[src/rtl/caliptra_verilated_pkg.sv]
// Shared types and defaults for the verilated-model generic-output capture blocks.
// The entry layout is a macro so each instance can size it from its own parameters.
`ifndef CALIPTRA_GEN_OUT_ENTRY_T
`define CALIPTRA_GEN_OUT_ENTRY_T(CW, DW, TW) \
  struct packed { \
    logic [(CW)-1:0] ch; \
    logic [(DW)-1:0] data; \
    logic [(TW)-1:0] ts; \
  }
`endif

package caliptra_verilated_pkg;

  localparam int GEN_OUT_DEFAULT_DEPTH = 16;

  // Default-width entry (2 channels, 32-bit data, 32-bit timestamp).
  typedef `CALIPTRA_GEN_OUT_ENTRY_T(1, 32, 32) gen_out_entry_t;

  // Index width for n items, never narrower than one bit.
  function automatic int gen_out_idx_w(input int n);
    return (n > 1) ? $clog2(n) : 1;
  endfunction

endpackage

[src/rtl/caliptra_rr_arbiter.sv]
// Round-robin arbiter: one grant per cycle, searching upward from the pointer,
// which moves to one past the granted requester.
module caliptra_rr_arbiter
  import caliptra_verilated_pkg::*;
#(
  parameter int NUM_CH = 2,
  localparam int IDX_W = gen_out_idx_w(NUM_CH)
) (
  input  logic              clk,
  input  logic              rst_n,
  input  logic [NUM_CH-1:0] req,
  input  logic              en,
  output logic [NUM_CH-1:0] grant,
  output logic [IDX_W-1:0]  grant_idx
);

  logic [IDX_W-1:0] ptr_q;
  logic             found;
  int               j;
  logic [IDX_W-1:0] idx;

  always_comb begin
    grant     = '0;
    grant_idx = '0;
    found     = 1'b0;
    j         = 0;
    idx       = '0;
    for (int i = 0; i < NUM_CH; i++) begin
      j = int'(ptr_q) + i;
      if (j >= NUM_CH) j = j - NUM_CH;
      idx = IDX_W'(j);
      if (en && !found && req[idx]) begin
        found      = 1'b1;
        grant[idx] = 1'b1;
        grant_idx  = idx;
      end
    end
  end

  always_ff @(posedge clk or negedge rst_n) begin
    if (!rst_n) begin
      ptr_q <= '0;
    end else if (|grant) begin
      ptr_q <= (grant_idx == IDX_W'(NUM_CH - 1)) ? '0 : grant_idx + IDX_W'(1);
    end
  end

endmodule

[src/rtl/caliptra_verilated_gen_out_capture.sv]
// Multi-channel capture of generic-output load events: per-channel staging with an
// optional change-only filter, round-robin into a time-stamped FWFT FIFO, drop accounting.
module caliptra_verilated_gen_out_capture
  import caliptra_verilated_pkg::*;
#(
  parameter int NUM_CH = 2,
  parameter int DATA_W = 32,
  parameter int DEPTH  = GEN_OUT_DEFAULT_DEPTH,
  parameter int TS_W   = 32,
  parameter int DROP_W = 16,
  localparam int CH_W  = gen_out_idx_w(NUM_CH),
  localparam int AW    = $clog2(DEPTH)
) (
  input  logic                           clk,
  input  logic                           cptra_rst_b,
  input  logic [NUM_CH-1:0]              load_en,
  input  logic [NUM_CH-1:0][DATA_W-1:0]  load_data,
  input  logic                           cap_mode,
  input  logic                           pop,
  output logic                           rd_valid,
  output logic [CH_W-1:0]                rd_ch,
  output logic [DATA_W-1:0]              rd_data,
  output logic [TS_W-1:0]                rd_ts,
  output logic [AW:0]                    count,
  output logic                           overflow,
  output logic [DROP_W-1:0]              drop_cnt,
  input  logic                           overflow_clr
);

  typedef `CALIPTRA_GEN_OUT_ENTRY_T(CH_W, DATA_W, TS_W) entry_t;

  localparam int NDW = $clog2(NUM_CH + 1);

  logic [TS_W-1:0]               ts_q;
  logic [NUM_CH-1:0]             stg_valid;
  logic [NUM_CH-1:0][DATA_W-1:0] stg_data;
  logic [NUM_CH-1:0][TS_W-1:0]   stg_ts;
  logic [NUM_CH-1:0][DATA_W-1:0] last_val;
  logic [NUM_CH-1:0]             qual, stg_wr, drop, grant;
  logic [CH_W-1:0]               grant_idx;
  logic [NDW-1:0]                ndrop;
  logic [DROP_W-1:0]             drop_base;
  logic [DROP_W:0]               drop_sum;

  entry_t     mem [DEPTH];
  entry_t     head, push_entry;
  logic [AW:0] wr_ptr, rd_ptr;
  logic        full, push, pop_eff;

  // A stage accepts a new event if empty or being drained by this cycle's grant.
  always_comb begin
    qual   = '0;
    stg_wr = '0;
    drop   = '0;
    ndrop  = '0;
    for (int c = 0; c < NUM_CH; c++) begin
      qual[c]   = load_en[c] && (!cap_mode || (load_data[c] != last_val[c]));
      stg_wr[c] = qual[c] && (!stg_valid[c] || grant[c]);
      drop[c]   = qual[c] && !stg_wr[c];
      if (drop[c]) ndrop = ndrop + NDW'(1);
    end
  end

  assign drop_base = overflow_clr ? '0 : drop_cnt;
  assign drop_sum  = {1'b0, drop_base} + (DROP_W + 1)'(ndrop);

  caliptra_rr_arbiter #(.NUM_CH(NUM_CH)) u_arb (
    .clk       (clk),
    .rst_n     (cptra_rst_b),
    .req       (stg_valid),
    .en        (!full),
    .grant     (grant),
    .grant_idx (grant_idx)
  );

  always_comb begin
    push_entry      = '0;
    push_entry.ch   = grant_idx;
    push_entry.data = stg_data[grant_idx];
    push_entry.ts   = stg_ts[grant_idx];
  end

  assign push     = |grant;
  assign rd_valid = (wr_ptr != rd_ptr);
  assign pop_eff  = pop && rd_valid;
  assign full     = (wr_ptr[AW] != rd_ptr[AW]) && (wr_ptr[AW-1:0] == rd_ptr[AW-1:0]);
  assign count    = wr_ptr - rd_ptr;
  assign head     = mem[rd_ptr[AW-1:0]];
  assign rd_ch    = rd_valid ? head.ch   : '0;
  assign rd_data  = rd_valid ? head.data : '0;
  assign rd_ts    = rd_valid ? head.ts   : '0;

  always_ff @(posedge clk or negedge cptra_rst_b) begin
    if (!cptra_rst_b) begin
      ts_q      <= '0;
      stg_valid <= '0;
      stg_data  <= '0;
      stg_ts    <= '0;
      last_val  <= '0;
    end else begin
      ts_q <= ts_q + TS_W'(1);
      for (int c = 0; c < NUM_CH; c++) begin
        if (stg_wr[c]) begin
          stg_valid[c] <= 1'b1;
          stg_data[c]  <= load_data[c];
          stg_ts[c]    <= ts_q;
        end else if (grant[c]) begin
          stg_valid[c] <= 1'b0;
        end
        if (load_en[c]) last_val[c] <= load_data[c];
      end
    end
  end

  // A drop in the same cycle as a clear wins and restarts the count from zero.
  always_ff @(posedge clk or negedge cptra_rst_b) begin
    if (!cptra_rst_b) begin
      overflow <= 1'b0;
      drop_cnt <= '0;
    end else if (|drop) begin
      overflow <= 1'b1;
      drop_cnt <= drop_sum[DROP_W] ? '1 : drop_sum[DROP_W-1:0];
    end else if (overflow_clr) begin
      overflow <= 1'b0;
      drop_cnt <= '0;
    end
  end

  always_ff @(posedge clk or negedge cptra_rst_b) begin
    if (!cptra_rst_b) begin
      wr_ptr <= '0;
      rd_ptr <= '0;
      for (int i = 0; i < DEPTH; i++) mem[i] <= '0;
    end else begin
      if (push) begin
        mem[wr_ptr[AW-1:0]] <= push_entry;
        wr_ptr              <= wr_ptr + (AW + 1)'(1);
      end
      if (pop_eff) rd_ptr <= rd_ptr + (AW + 1)'(1);
    end
  end

endmodule

[config.mk]
export PLATFORM = sky130hd
export DESIGN_NAME = caliptra_verilated_gen_out_capture
export DESIGN_NICKNAME = d
export VERILOG_FILES = /design/src/rtl/caliptra_verilated_pkg.sv /design/src/rtl/caliptra_rr_arbiter.sv /design/src/rtl/caliptra_verilated_gen_out_capture.sv
export SDC_FILE = /design/constraint.sdc
export NUM_CORES = 2
export LEC_CHECK = 0
export CORE_ASPECT_RATIO = 1.2
export CORE_MARGIN = 8
export CORE_UTILIZATION = 43
export DETAILED_ROUTE_END_ITERATION = 10
export DONT_BUFFER_PORTS = 1
export MAX_ROUTING_LAYER = met4
export PLACE_DENSITY = 0.67
export SLEW_MARGIN = 30
export SYNTH_ARGS = -nofsm -noshare
export SYNTH_HDL_FRONTEND = slang
export SYNTH_SLANG_ARGS = --single-unit
[constraint.sdc]
create_clock -name clk -period 5.6 [get_ports clk]
set_input_delay 1.12 -clock clk [delete_from_list [all_inputs] [get_ports clk]]
set_output_delay 1.12 -clock clk [all_outputs]
set_load 0.02 [all_outputs]
==> impl_metrics.csv <==
group,metric,value,unit
sta,setup_viol_count_final,0,
logic_synthesis,yosys-top-cells-area,"dfrtp_1 (57%), mux4_2 (13%), o21ai_0 (9.2%)",
global_route,grt_max_degree,141,
cells_and_area,n_fill_cell,11655,
power,power_leakage,26.87,nW
logic_synthesis,synthArstFlopShare,100.0,%
sta,timing.fmax,191.1,MHz
drt,vias_per_cell,5.540,
logic_synthesis,syn_nets,4857,
drt,remaining_drc_errors,0,
worst_setup_path,cp_max_fo,40,
drt,wl_per_cell,21.62,um
worst_setup_path,cp_data_required_time,4.48,ns
cts,cts.clk_slew.worst_paths,0.06,ns
worst_setup_path,critPathLaunch,"rd_ptr[0]",
global_route,grt_pass1_wl,218300,um
floorplan,start_util,43.22,%
sta,finalHoldViolCount,0,
drt,postRouteAntennaNets,0,
worst_setup_path,crit_type,"flop to output port",
sta,finalSetupTns,0,ns
logic_synthesis,synth_warnings,0,
cts,cts_root_buffer,"clkbuf_16",
cells_and_area,final_common_cell,"dfrtp_1",
cts,ctsResizeCount,0,
cts,cts_tree,"done",
cells_and_area,area_growth,9.272,%
floorplan,rows,146,
sta,fin_crit,5.233,ns
cells_and_area,drive_above_1_share,18.09,%
worst_setup_path,arrival,4.11,ns
logic_synthesis,ys_ff_latch,1294,
worst_setup_path,endpoint_kind,"output port",
global_route,grt_pass1_vias,36338,
run_status,status,"finished, final reports clean",
sta,rsz0062_at_grt,"no",
cts,post_cts_buffers,0,
sta,finalClockSkew,0.03473,ns
placed_design,dp_hpwl,80660,um
cts,insertion_delay,0.72,ns
logic_synthesis,syn_area,0.05685,sq mm
power,power,32.83,mW
worst_setup_path,crit_path_end,"rd_data[5]",
hold_path,hold_class,"input pin to async pin",
sta,final_max_slew_viol_count,0,
placed_design,io_buffers,0,
logic_synthesis,synth_top_area_share,56.96,%
logic_synthesis,syn_area_per_cell,11.92,sq um
worst_setup_path,timing.rr.start,"wr_ptr[2]",
drt,vias,35234,
cells_and_area,final_nets,4645,
cts,cts_max_level,3,
power,power.density,528.5,mW/mm^2
drt,drtIter0Drc,2871,
worst_setup_path,r2r_end,"drop_cnt[1]",
cells_and_area,final_cell_mix,"dfrtp_1 (1,291), nand2_1 (1,082), o21ai_0 (1,046)",
drt,drtPass1Iterations,5,
power,vdd_drop_max,0.4184,mV
worst_setup_path,r2r_setup_slack,0.97,ns
worst_setup_path,reg2reg_depth,15,
logic_synthesis,synth_area_leader_cell,"dfrtp_1",
logic_synthesis,postSynthCellCount,4770,
sta,max-slew-margin-rel,33.99,%
global_route,grt_remaining_overflow,0,
global_route,grt_use_total,19.68,%
floorplan,die_w,347.9,um
cts,numClockSinks,1294,
logic_synthesis,yosysSeqAreaShare,56.96,%
logic_synthesis,synth_edf_count,0,
drt,wirelength,137500,um
logic_synthesis,synth_ff_type,"dfrtp_1",
global_route,antenna_found_initial,5,
run,cap_violations,0,
placed_design,place_congestion,0.7889,
floorplan,fp.dieH,414.3,um
cts,cts_buffer_depth,3,
cts,cts_made_buffers,118,
logic_synthesis,ys_types,46,
floorplan,ioPinCount,159,
worst_setup_path,worst_setup_path_start_kind,"flop",
sta,period_share,93.44,%
floorplan,die_area,0.1441,sq mm
sta,worst_slew_pin_slew,0.9901,ns
cts,hold_buffers,0,
floorplan,core,0.1315,sq mm
[metrics by stage]
stage,setup WS [ns],hold slack (ns),std cells,area (sq um),utilization [%]
2_1_floorplan,1.194,0.4446,4770,56850,-
3_3_place_gp,0.4907,0.4558,6139,58130,44.19
3_5_place_dp,0.3363,0.4646,6139,58140,44.20
4_1_cts,0.2471,0.3817,6355,62080,47.20
5_1_grt,0.1496,0.3979,6356,62110,47.22
6_report,0.3671,0.3662,6360,62120,47.23
[critical path, stage by stage (launching register included)]
cell and delay (ns):
dfrtp_4 0.49, buf_4 0.67, buf_4 0.72, mux4_2 0.61, mux4_2 0.55, and2_1 0.26
[worst min path at each step]
stage | endpoint | slack, ns | cells after the start
after global routing | mem[0] | 0.40 | 1
after CTS | mem[130] | 0.38 | 1
after detailed placement | mem[641] | 0.46 | 2
after global placement | mem[815] | 0.46 | 2
after floorplan | mem[100] | 0.44 | 2
final | mem[260] | 0.37 | 1
[cell families (layout without fill, tap and decap cells)]
family                     Yosys count  after routing  synth area share [%]
xor gates and xnor gates           108            108                 1.664
adders and majority gates           16             16                0.3786
buffers and inverters              432            316                 3.462
muxes                              577            577                 18.89
DFF                               1294           1294                 56.96
other                                0              4                     0
AOI/OAI and AO/OA                 1085           1085                 9.675
and+or+nand+nor                   1258           1258                 8.969
[report_power, final]
part / switching [mW] / internal, mW
logic: 7.08 / 4.59
clock network: 3.51 / 4.70
registers: 1.30 / 11.6
total: 11.9 / 20.9
[registers in the layout, summed over array words and instances, names as in the netlist]
signal and cells:
drop_cnt 16, last_val 64, mem 1040, overflow 1
rd_ptr 5, stg_data 64, stg_ts 64, stg_valid 2
ts_q 32, u_arb.ptr_q 1, wr_ptr 5
[layout make-up]
type	count	area (sq um)	share of cell area (%)
antenna	4	10.01	0.01611
clock buffer	182	3497	5.630
clock inverter	34	444.2	0.7150
inverter	25	98.84	0.1591
multi-input combinational	3044	22670	36.49
sequential	1294	32390	52.14
tap	1702	2130	3.428
timing repair buffer	75	880.8	1.418
[cell usage after synthesis (all sizes together) (3+ instances only)]
master / n
dfrtp: 1294
nand2: 1083
o21ai: 1064
mux4: 325
clkbuf: 300
mux2: 186
buf: 107
xnor2: 85
and2: 68
mux2i: 66
nand3: 35
inv: 25
nand4: 23
xor2: 23
ha: 14
and3: 12
nor2: 10
nor4: 6
a21oi: 5
and4: 5
nor2b: 5
nor3: 5
or2: 4
a22o: 3
o211ai: 3
o22ai: 3
[metal layers]
layer	global-route usage, %	vias up	wire [um]
met5	-	-	0
met4	4.735	0	2785
met3	4.265	172	8697
li1	-	16174	-
met2	31.22	788	66000
met1	26.04	18100	60020
Power figures use the tool's default switching activity.
